## config.mk

```make
export PLATFORM = sky130hd
export DESIGN_NAME = apb_master_ctrl
export DESIGN_NICKNAME = d
export VERILOG_FILES = /design/src/rtl/apb_master_ctrl.sv
export SDC_FILE = /design/constraint.sdc
export NUM_CORES = 1
export LEC_CHECK = 0
export ABC_AREA = 1
export CORE_MARGIN = 2
export CORE_UTILIZATION = 37
export CTS_CLUSTER_DIAMETER = 50
export DETAILED_ROUTE_END_ITERATION = 6
export PLACE_DENSITY = 0.94
export SLEW_MARGIN = 15
export SYNTH_ARGS = -nofsm -noshare
export SYNTH_HDL_FRONTEND = slang
export SYNTH_SLANG_ARGS = --single-unit
```

## constraint.sdc

```tcl
create_clock -name m_clk -period 2.55 [get_ports m_clk]
set_clock_uncertainty 0.05 [all_clocks]
set_input_delay 0.255 -clock m_clk [delete_from_list [all_inputs] [get_ports m_clk]]
set_output_delay 0.255 -clock m_clk [all_outputs]
set_load 0.005 [all_outputs]
```

## src/rtl/apb_master_ctrl.sv

```systemverilog
// APB4 master fed by FWFT write-address/write-data/read-address FIFOs. Results go to a read-data FIFO
// or to a write-done pulse. It runs one transfer at a time, and reads and writes alternate when both are waiting.
module apb_master_ctrl #(
  parameter int DW  = 32,
  parameter int TMO = 16
) (
  input  logic              m_clk,
  input  logic              m_rst,
  input  logic [DW+2:0]     wa_rdata,
  input  logic              wa_empty,
  output logic              wa_pop,
  input  logic [DW/8+DW-1:0] wd_rdata,
  input  logic              wd_empty,
  output logic              wd_pop,
  input  logic [DW+2:0]     ra_rdata,
  input  logic              ra_empty,
  output logic              ra_pop,
  output logic [DW:0]       rd_wdata,
  input  logic              rd_full,
  output logic              rd_push,
  output logic              wr_done,
  output logic              wr_err,
  output logic              psel,
  output logic              penable,
  output logic              pwrite,
  output logic [DW-1:0]     paddr,
  output logic [2:0]        pprot,
  output logic [DW-1:0]     pwdata,
  output logic [DW/8-1:0]   pstrb,
  input  logic [DW-1:0]     prdata,
  input  logic              pready,
  input  logic              pslverr,
  output logic              busy
);

  typedef enum logic [1:0] {IDLE, SETUP, ACCESS} state_t;

  localparam int CW    = (TMO > 2) ? $clog2(TMO) : 1;
  localparam int TLAST = (TMO > 0) ? TMO - 1 : 0;

  state_t        state, state_nxt;
  logic          prio;
  logic [CW-1:0] cnt;
  logic          wr_ok, rd_ok, gnt_wr, gnt_rd, tmo_hit, done;

  always_comb begin
    wr_ok     = (state == IDLE) && !wa_empty && !wd_empty;
    rd_ok     = (state == IDLE) && !ra_empty && !rd_full;
    gnt_wr    = wr_ok && (!rd_ok || !prio) && !m_rst;
    gnt_rd    = rd_ok && (!wr_ok || prio) && !m_rst;
    tmo_hit   = (TMO != 0) && (cnt == CW'(TLAST)) && !pready;
    // Reset gates completion so an aborted transfer never reports.
    done      = (state == ACCESS) && (pready || tmo_hit) && !m_rst;
    state_nxt = state;
    case (state)
      IDLE:    if (gnt_wr || gnt_rd) state_nxt = SETUP;
      SETUP:   state_nxt = ACCESS;
      ACCESS:  if (done) state_nxt = IDLE;
      default: state_nxt = IDLE;
    endcase
  end

  always_comb begin
    wa_pop   = gnt_wr;
    wd_pop   = gnt_wr;
    ra_pop   = gnt_rd;
    rd_push  = done && !pwrite;
    wr_done  = done && pwrite;
    wr_err   = wr_done && (pready ? pslverr : 1'b1);
    rd_wdata = '0;
    if (rd_push) rd_wdata = pready ? {pslverr, prdata} : {1'b1, {DW{1'b0}}};
    psel     = (state != IDLE);
    penable  = (state == ACCESS);
    busy     = (state != IDLE);
  end

  always_ff @(posedge m_clk) begin
    if (m_rst) begin
      state  <= IDLE;
      prio   <= 1'b0;
      cnt    <= '0;
      pwrite <= 1'b0;
      paddr  <= '0;
      pprot  <= '0;
      pwdata <= '0;
      pstrb  <= '0;
    end else begin
      state <= state_nxt;
      if (state == SETUP)       cnt <= '0;
      else if (state == ACCESS) cnt <= cnt + 1'b1;
      if (gnt_wr) begin
        prio   <= 1'b1;
        pwrite <= 1'b1;
        {pprot, paddr}  <= wa_rdata;
        {pstrb, pwdata} <= wd_rdata;
      end else if (gnt_rd) begin
        prio   <= 1'b0;
        pwrite <= 1'b0;
        {pprot, paddr} <= ra_rdata;
        pstrb  <= '0;
        pwdata <= '0;
      end
    end
  end

endmodule
```

Yosys cells after proc, flatten, opt, wreduce, memory -nomap -nowiden
Index checks and enable logic that the tools add are counted.
{"block": "totals", "reg_bits": 78, "input_bits": 146, "out_inout_bits": 114, "elab_cells": 61}
{"block": "op_classes", "addsub": 1, "eq_ne": 5, "n_mux": 16, "reduce_logical": 32}
{"op": "$mux 32", "n": 4}
{"op": "$mux 33", "n": 2}
{"op": "$logic_and 1x1->1", "n": 14}
{"op": "$logic_not 1->1", "n": 9}
{"op": "$mux 4", "n": 2}
{"op": "$mux 3", "n": 2}
{"op": "$pmux 2 s3", "n": 1}
{"op": "$add 4x1->4 const B", "n": 1}
{"op": "$eq 4x4->1 const B", "n": 1}
{"op": "$logic_or 1x1->1", "n": 4}
{"op": "$mux 2", "n": 2}
{"op": "$ne 2x1->1 const B", "n": 2}
{"op": "$reduce_bool 2->1", "n": 2}
{"op": "$mux 1", "n": 3}
{"op": "$eq 2x1->1 const B", "n": 1}
{"op": "$eq 2x2->1 const B", "n": 1}
{"op": "$logic_not 2->1", "n": 1}
{"op": "$reduce_and 2->1", "n": 1}
{"op": "$reduce_or 2->1", "n": 1}

Depth between registers and ports, before layout
Gate-level depths: netlist of run 1.
{"block": "logic_depth", "ltp_word": 10, "ltp_mapped": 8, "ltp_nobuf": 7}

Worst setup path before layout of run 1
Ideal clock, no wire load.
{"block": "synth_path", "path_type": "register to output", "startpoint": "reg state[1]", "endpoint": "out wd_pop", "t_arrival_ps": 1245, "required_ps": 2245, "setup_slack_ps": 1000, "path_stages_with_launch": 8, "n_path_buf": 2, "path_cell_list": "dfxtp_1 nor2_4 nand2_2 nor2_8 nand2_4 inv_4 buf_6 buf_4"}
{"block": "synth_via", "elab_chain_cells": 7}
{"element": "from (decl)", "line_no": "41", "source": "state_t state, state_nxt;"}
{"element": "from (signal assigned)", "line_no": "88", "source": "state <= state_nxt;"}
{"element": "$logic_not 2->1 (*)", "line_no": "47, 48"}
{"element": "$logic_and 1x1->1 (2 in a row)", "line_no": "48", "source": "rd_ok = (state == IDLE) && !ra_empty && !rd_full;"}
{"element": "$logic_not 1->1", "line_no": "49", "source": "gnt_wr = wr_ok && (!rd_ok || !prio) && !m_rst;"}
{"element": "$logic_or 1x1->1", "line_no": "49"}
{"element": "$logic_and 1x1->1 (*) (2 in a row)", "line_no": "49"}
{"element": "to (decl)", "line_no": "14", "source": "output logic wd_pop,"}
Mark *: on every way between the ends. The rest lies on a longest branch, timed or not.

Worst setup path after layout of run 1
{"block": "layout_path", "startpoint": "reg cnt[0]", "endpoint": "out rd_wdata[5]"}
{"block": "layout_via", "elab_chain_cells": 7}
{"element": "from (decl)", "line_no": "43", "source": "logic [CW-1:0] cnt;"}
{"element": "from (signal assigned)", "line_no": "90", "source": "else if (state == ACCESS) cnt <= cnt + 1'b1;"}
{"element": "$eq 4x4->1", "line_no": "51", "source": "tmo_hit = (TMO != 0) && (cnt == CW'(TLAST)) && !pready;"}
{"element": "$logic_and 1x1->1", "line_no": "51"}
{"element": "$logic_or 1x1->1", "line_no": "53", "source": "done = (state == ACCESS) && (pready || tmo_hit) && !m_rst;"}
{"element": "$logic_and 1x1->1 (2 in a row)", "line_no": "53"}
{"element": "$logic_and 1x1->1", "line_no": "67", "source": "rd_push = done && !pwrite;"}
{"element": "$mux 33", "line_no": "71", "source": "if (rd_push) rd_wdata = pready ? {pslverr, prdata} : {1'b1, {DW{1'b0}}};"}
{"element": "to (decl)", "line_no": "18", "source": "output logic [DW:0] rd_wdata,"}
Every way passes these cells.

==> results.txt, run 1 <==
* Commonest cells after routing, fill and taps aside: clkdlybuf4s50_1, nand3_1, nand2_1
- The run finished with clean final reports.
- Initial Utilization: 0.379
* Timing startpoint of the critical path: cnt[0]
* IO Count: 260
- The detail route stage leaves a number of antenna-violating nets equal to 0.
* Buffer depth of the longest clock path: 2
- The floorplan step defined a die boundary enclosing 10200 sq um.
- The number of different library cells used by synthesis comes to 25.
- Net load switching power: 0.000796 W
* Most common cell after layout, fill and taps aside: clkdlybuf4s50_1
* Cell count after synthesis: 485
- Detailed placement ended at an HPWL of 9600 microns.
- Relative area change from synthesis to final layout: 81.8%
* Leakage power total: 2.60 nW
* Endpoint with the worst hold slack: pwdata[4]
- Clock-pin slew of the registers on the worst-case setup and hold paths: 0.09 ns
* Proportion of power drawn by the clock network: 0.342
- TritonCTS built the clock tree.
* Switch share: 0.248
- Fraction of final layout cells with drive strength greater than 1: 0.0521
- After clock tree synthesis, the setup repair step added 0 buffers.
* Cts-stage hold buffer count: 0
* Max FO, Critical Path: 34
- After synthesis the cells add up to 3490 sq um.
* Number of cells on the worst reg-to-reg path: 6
* Maximum resistive drop on vdd: 0.380 mV
* Final GP Congestion: 0.831
- RSZ-0062 raised after global routing: no
* Core Box Area: 9200 sq um
* Worst reg2reg path endpoint: paddr[8]
- Post-synthesis area per instance: 7.19 sq um
- Using the TritonRoute via totals, the vias-per-cell ratio works out to 5.31.
- The worst register-to-register path begins at state[1].
- Of the total power, registers draw 0.429.
* DRC violation total after the first TritonRoute iteration: 282
* Global-route wire length before repair: 19900 microns
- Worst-Margin Slew: 0.569 ns
* Clock buffers created by TritonCTS: 9
- Overflow after GRT: 0
- In this run the tightest slew margin relative to its limit is 0.620.
- Setup violations, final: 0
- WP data required: 2.25 ns
* Setup slack, reg-to-reg: 0.98 ns
- Antenna violations before repair: 0
- The worst setup path is of the reg2out kind.
- Worst Hold Class: in2reg
- Power spread over the standard cell area amounts to 506 nW/um^2.
- Post-route clock period utilization: 0.930
- Internal power contribution: 0.00241 W
- The count of pins over their slew limit is 0.
* Share of the core filled with cells in the final layout: 0.690
- For this run, the register share of the synthesized area comes to 0.448.
- Highest achievable clock rate: 0.422 GHz
- Summed over all failing endpoints, the final setup total negative slack is 0 ns.
* Number of standard-cell rows in the floorplan: 35
* Mapped Nets: 632
* Number of inserted diodes: 0
- The number of global-route vias before repair is 4278.
* DRT Pass-1 Iters: 5
- Chip width: 101 microns
* Clock latency on the worst-skew pair: 0.33 ns
* Master cell of the clock root buffer: clkbuf_8
- Net count of the finished layout: 873
- For this design, the sink count on the clock tree is 78.
- The count of buffers added on input and output ports is 259.
- The routed design could run at a clock period as short as 2.37 ns.
- The worst setup path is captured at an output port.
- Post_cts resized: 0
- Post-route DRC: 0
- Launch point of the worst hold path: wd_rdata[4]
* CTS HTree Levels: 3
- Overall fraction of global-route tracks in use: 0.239
* Via count: 4469
- STA classifies the critical path startpoint as a flip-flop.
- Entering global routing, the biggest net connects 41 pins.
* Yosys synthesis warning count: 0
- The routed design has 13000 microns of wire.
* Combinational fraction of design power: 0.229
- Count of final hold-check violations: 0
- In this run, synthesis produced a sequential element count of 78.
- Arr. time, crit path: 2.07 ns
- Vertical die dimension: 101 microns
* Max_cap viols: 0
- After detailed routing, the average wire length per cell comes to 15.4 microns.
- Along the worst hold path, the cell count comes to 3.
==> critical path: stages, from the launching register on <==
cell             delay, ns
dfxtp_1               0.38
ha_1                  0.19
nand3_1               0.10
nand2_1               0.10
nand4_2               0.07
buf_4                 0.24
nor2_1                0.14
clkdlybuf4s50_1       0.53
==> power groups by stage <==
stage	Combinational [W]	Sequential (W)	Clock, W
3_5_place_dp	0.000734	0.00140	0
2_1_floorplan	0.000228	0.00141	0
6_report	0.000735	0.00138	0.00110
5_1_grt	0.000788	0.00139	0.00117
4_1_cts	0.000738	0.00138	0.00112
3_3_place_gp	0.000712	0.00140	0
==> how the worst max path moves through the flow <==
| stage | to | slack, ns | cells after the start |
|---|---|---|---|
| finish | rd_wdata[5] | 0.18 | 7 |
| global route | rd_wdata[7] | 0.02 | 7 |
| CTS | rd_wdata[5] | 0.15 | 7 |
| detailed placement | rd_wdata[5] | 0.33 | 7 |
| global placement | rd_wdata[4] | 0.39 | 7 |
| floorplan | wd_pop | 1.00 | 7 |
==> kinds of logic after synthesis <==
kind of cell / count (synthesis) / share of synthesized area
buf+inv: 53 / 0.0732
fa+ha+maj: 1 / 0.00359
flops: 78 / 0.448
simple gates: 345 / 0.464
compound gates: 8 / 0.0118
==> through the flow <==
stage | instance area, sq um | power [W] | setup WS (ns) | instances | hold slack (ns)
after global placement | 6110 | 0.00211 | 0.389 | 826 | 0.402
after global routing | 6340 | 0.00334 | 0.0248 | 841 | 0.396
after floorplan | 3490 | 0.00163 | 1.00 | 485 | 0.274
after detailed placement | 6110 | 0.00214 | 0.325 | 826 | 0.407
after CTS | 6340 | 0.00323 | 0.148 | 841 | 0.392
final | 6340 | 0.00321 | 0.178 | 841 | 0.402
==> layer usage <==
metal	vias to the layer above	GRT usage	wire [microns]
met5	-	0	0
met4	0	0.107	484
met3	43	0.0520	1030
met2	234	0.453	6910
met1	2070	0.250	4550
li1	2122	-	-
==> flip-flops by register name (all words and copies together), names as in the netlist <==
register,cells
cnt,4
paddr,32
pprot,3
prio,1
pstrb,4
pwdata,32
state,2
==> cell usage after synthesis, drive strengths merged <==
cell | n | share of area
buf | 23 | 0.040
nand2 | 118 | 0.13
nor3 | 1 | 0.0014
o21ai | 3 | 0.0043
dfxtp | 78 | 0.45
nand4 | 36 | 0.066
a31oi | 1 | 0.0018
nand3 | 147 | 0.21
nor2 | 43 | 0.054
a21oi | 4 | 0.0057
inv | 11 | 0.013
clkbuf | 19 | 0.020
ha | 1 | 0.0036
==> area by class of cell <==
| class | instances | area (sq um) |
|---|---|---|
| clock buffers | 9 | 124 |
| clock inverters | 6 | 111 |
| fillers | 729 | 2860 |
| inverters | 11 | 43.8 |
| multi-input cells | 354 | 1670 |
| flip-flops and latches | 78 | 1560 |
| well taps | 111 | 139 |
| repair buffers | 272 | 2690 |
(Power assumes the default switching activity.)
==> inputs of run 2 (changes only) <==
- GPL_TIMING_DRIVEN: not set -> 0
==> run 2 against run 1 <==
  * First-iteration DRC count down 36%
  * Utilization rose by 1.9 points
  * Non-clock buffer count rose by 32
  * Critical endpoint is now wd_pop
  * Sequential share of layout area decreased by 0.65 points
==> results.txt, run 2 (same netlist as run 1, synthesis figures left out) <==
- The run finished with clean final reports.
- CTS placed an instance of clkbuf_8 at the clock tree root.
- The initial utilization of the core area, before any placement, comes to 0.379.
- Area occupied by registers: 1560 sq um
* Global-route wire length before repair: 20500 microns
- After routing the design area is 6510 sq um.
* Largest net degree at the start of global routing: 15
* Overall fraction of global-route tracks in use: 0.251
- Dividing the final minimum period by the clock period gives 0.970.
* Registers with the most flip-flops: paddr (32), pwdata (32)
- CTS HTree Levels: 3
- Cell area power density: 494 nW/um^2
- For this design the top-level I/O count stands at 260.
- Worst Hold Class: in2reg
- Maximum resistive drop on vdd: 0.414 mV
- In the final layout, the share of cells above drive strength 1 is 0.0682.
* Startpoint types: primary input
* Final GP Congestion: 0.901
- The routed design could run at a clock period as short as 2.47 ns.
- Via count of the first global-routing pass: 4309
- Count of port buffers added during placement: 258
- Clock-pin slew of the registers on the worst-case setup and hold paths: 0.09 ns
* Proportion of power drawn by the clock network: 0.332
- In the final design database the tool counted 905 nets.
- After detailed routing, the average wire length per cell comes to 15.8 microns.
- Fill cells: 696
* Switch share: 0.262
- Total power of the final layout: 0.00322 W
- Antenna violation net count after detailed routing: 0
- The clock passes through at most 2 buffers.
* Max FO, Critical Path: 11
- Post-route DRC: 0
- Setup violations, final: 0
- In this run the cell area measured after placement is 6210 sq um.
* Leakage power total: 2.67 nW
- The top cell types in the final layout, fill and taps aside, are clkdlybuf4s50_1, nand3_1, nand2_1.
- Most common cell after layout, fill and taps aside: clkdlybuf4s50_1
- The number of endpoints with negative hold slack in the final report is 0.
* Arr. time, crit path: 2.17 ns
- From synthesis to final layout, the design area changed by 86.7%.
- Highest achievable clock rate: 0.404 GHz
- The first routing iteration left 180 violations.
- Overflow after GRT: 0
- The die covers 10200 sq um.
* Via count: 4643
* Net load switching power: 0.000844 W
* Type of the worst setup path: in2out
- The count of pins over their slew limit is 0.
- Clock buffers created by TritonCTS: 9
- WP data required: 2.25 ns
* Total Wirelength: 13800 microns
- For the pin with the worst max-slew slack, the measured transition is 0.648 ns.
* Antenna violations before repair: 0
* Vertical die dimension: 101 microns
- The internal power of the cells totals 0.00237 W.
* Number of inserted diodes: 0
- DRT Pass-1 Iters: 5
* Summed negative setup slack over all endpoints: 0 ns
* Combinational fraction of design power: 0.239
- Setup repair after global routing could not meet its margin everywhere.
- Average vias per placed instance: 5.31
* Cts-stage hold buffer count: 0
- Nature of the critical path endpoint: output port
* Clock latency on the worst-skew pair: 0.34 ns
* Core Box Area: 9200 sq um
* Chip width: 101 microns
- The multi-input combinational cells in the finished layout cover a total of 1710 sq um.
* Tightest slew margin relative to the limit: 0.568
* Sink count of the clock tree: 78
- Max_cap viols: 0
- At the end of the flow the core is filled with cells to 0.708.
* Sequential power share: 0.429
* Dpl hpwl: 10700 microns
* TritonCTS clock tree: done
- Number of standard-cell rows in the floorplan: 35
-- run 2: cell types whose count changed in the layout (fill, tap and decap cells not counted), sizes merged --
cell / delta
inv: +2
clkinv: -2
bufinv: -1
clkinvlp: +1
clkdlybuf4s50: -1
buf: +13
clkbuf: +21
-- run 2: final timing paths --
check	end	start	cells past startpoint	slack [ns]
worst max-delay path	wd_pop	ra_empty	8	0.08
worst min-delay path	pwdata[7]	wd_rdata[7]	3	0.39
worst max register to register	paddr[13]	state[0]	10	0.58
worst min register to register	pwdata[12]	pwdata[12]	2	0.42
-- run 2: cell type report --
cell class                      instances  share of cell area
Clock buffer                           10              0.0211
Buffer                                 42              0.0340
Timing Repair Buffer                  262               0.401
Inverter                               11             0.00672
Sequential cell                        78               0.240
Multi-Input combinational cell        354               0.262
Tap cell                              111              0.0213
Clock inverter                          6              0.0142
-- run 2: repair_timing --
| item | 4_1_cts | 5_1_grt |
|---|---|---|
| pin swaps | 3 | 1 |
| setup buffers | 2 | 2 |
| setup endpoints to repair | 3 | 24 |
| gates resized for setup | 5 | 8 |
-- run 2: through the flow --
step / worst slack, ns / hold slack [ns] / instances
after global placement: -0.132 / 0.401 / 854
after floorplan: 1.00 / 0.274 / 485
after global routing: -0.0271 / 0.397 / 874
final: 0.0757 / 0.390 / 874
after CTS: 0.00318 / 0.383 / 872
after detailed placement: -0.180 / 0.405 / 854
-- run 2: power groups by stage --
stage	clock [W]	sequential [W]	combinational [W]
2_1_floorplan	0	0.00141	0.000228
3_3_place_gp	0	0.00140	0.000729
3_5_place_dp	0	0.00140	0.000748
4_1_cts	0.00108	0.00138	0.000761
5_1_grt	0.00114	0.00139	0.000823
6_report	0.00107	0.00138	0.000769
-- run 2: worst max-delay path, stage by stage --
cell	delay (ns)
clkdlybuf4s50_1	0.40
nor2_1	0.30
nand3_4	0.22
nand2_4	0.20
inv_4	0.09
buf_6	0.15
buf_4	0.12
clkdlybuf4s50_1	0.43
-- run 2: routing by layer --
metal  track usage  vias up  part of all wire
met1         0.280     2162              0.38
li1              -     2201                 -
met3        0.0458       45             0.070
met2         0.456      235              0.51
met5             0        -                 0
met4         0.123        0             0.040
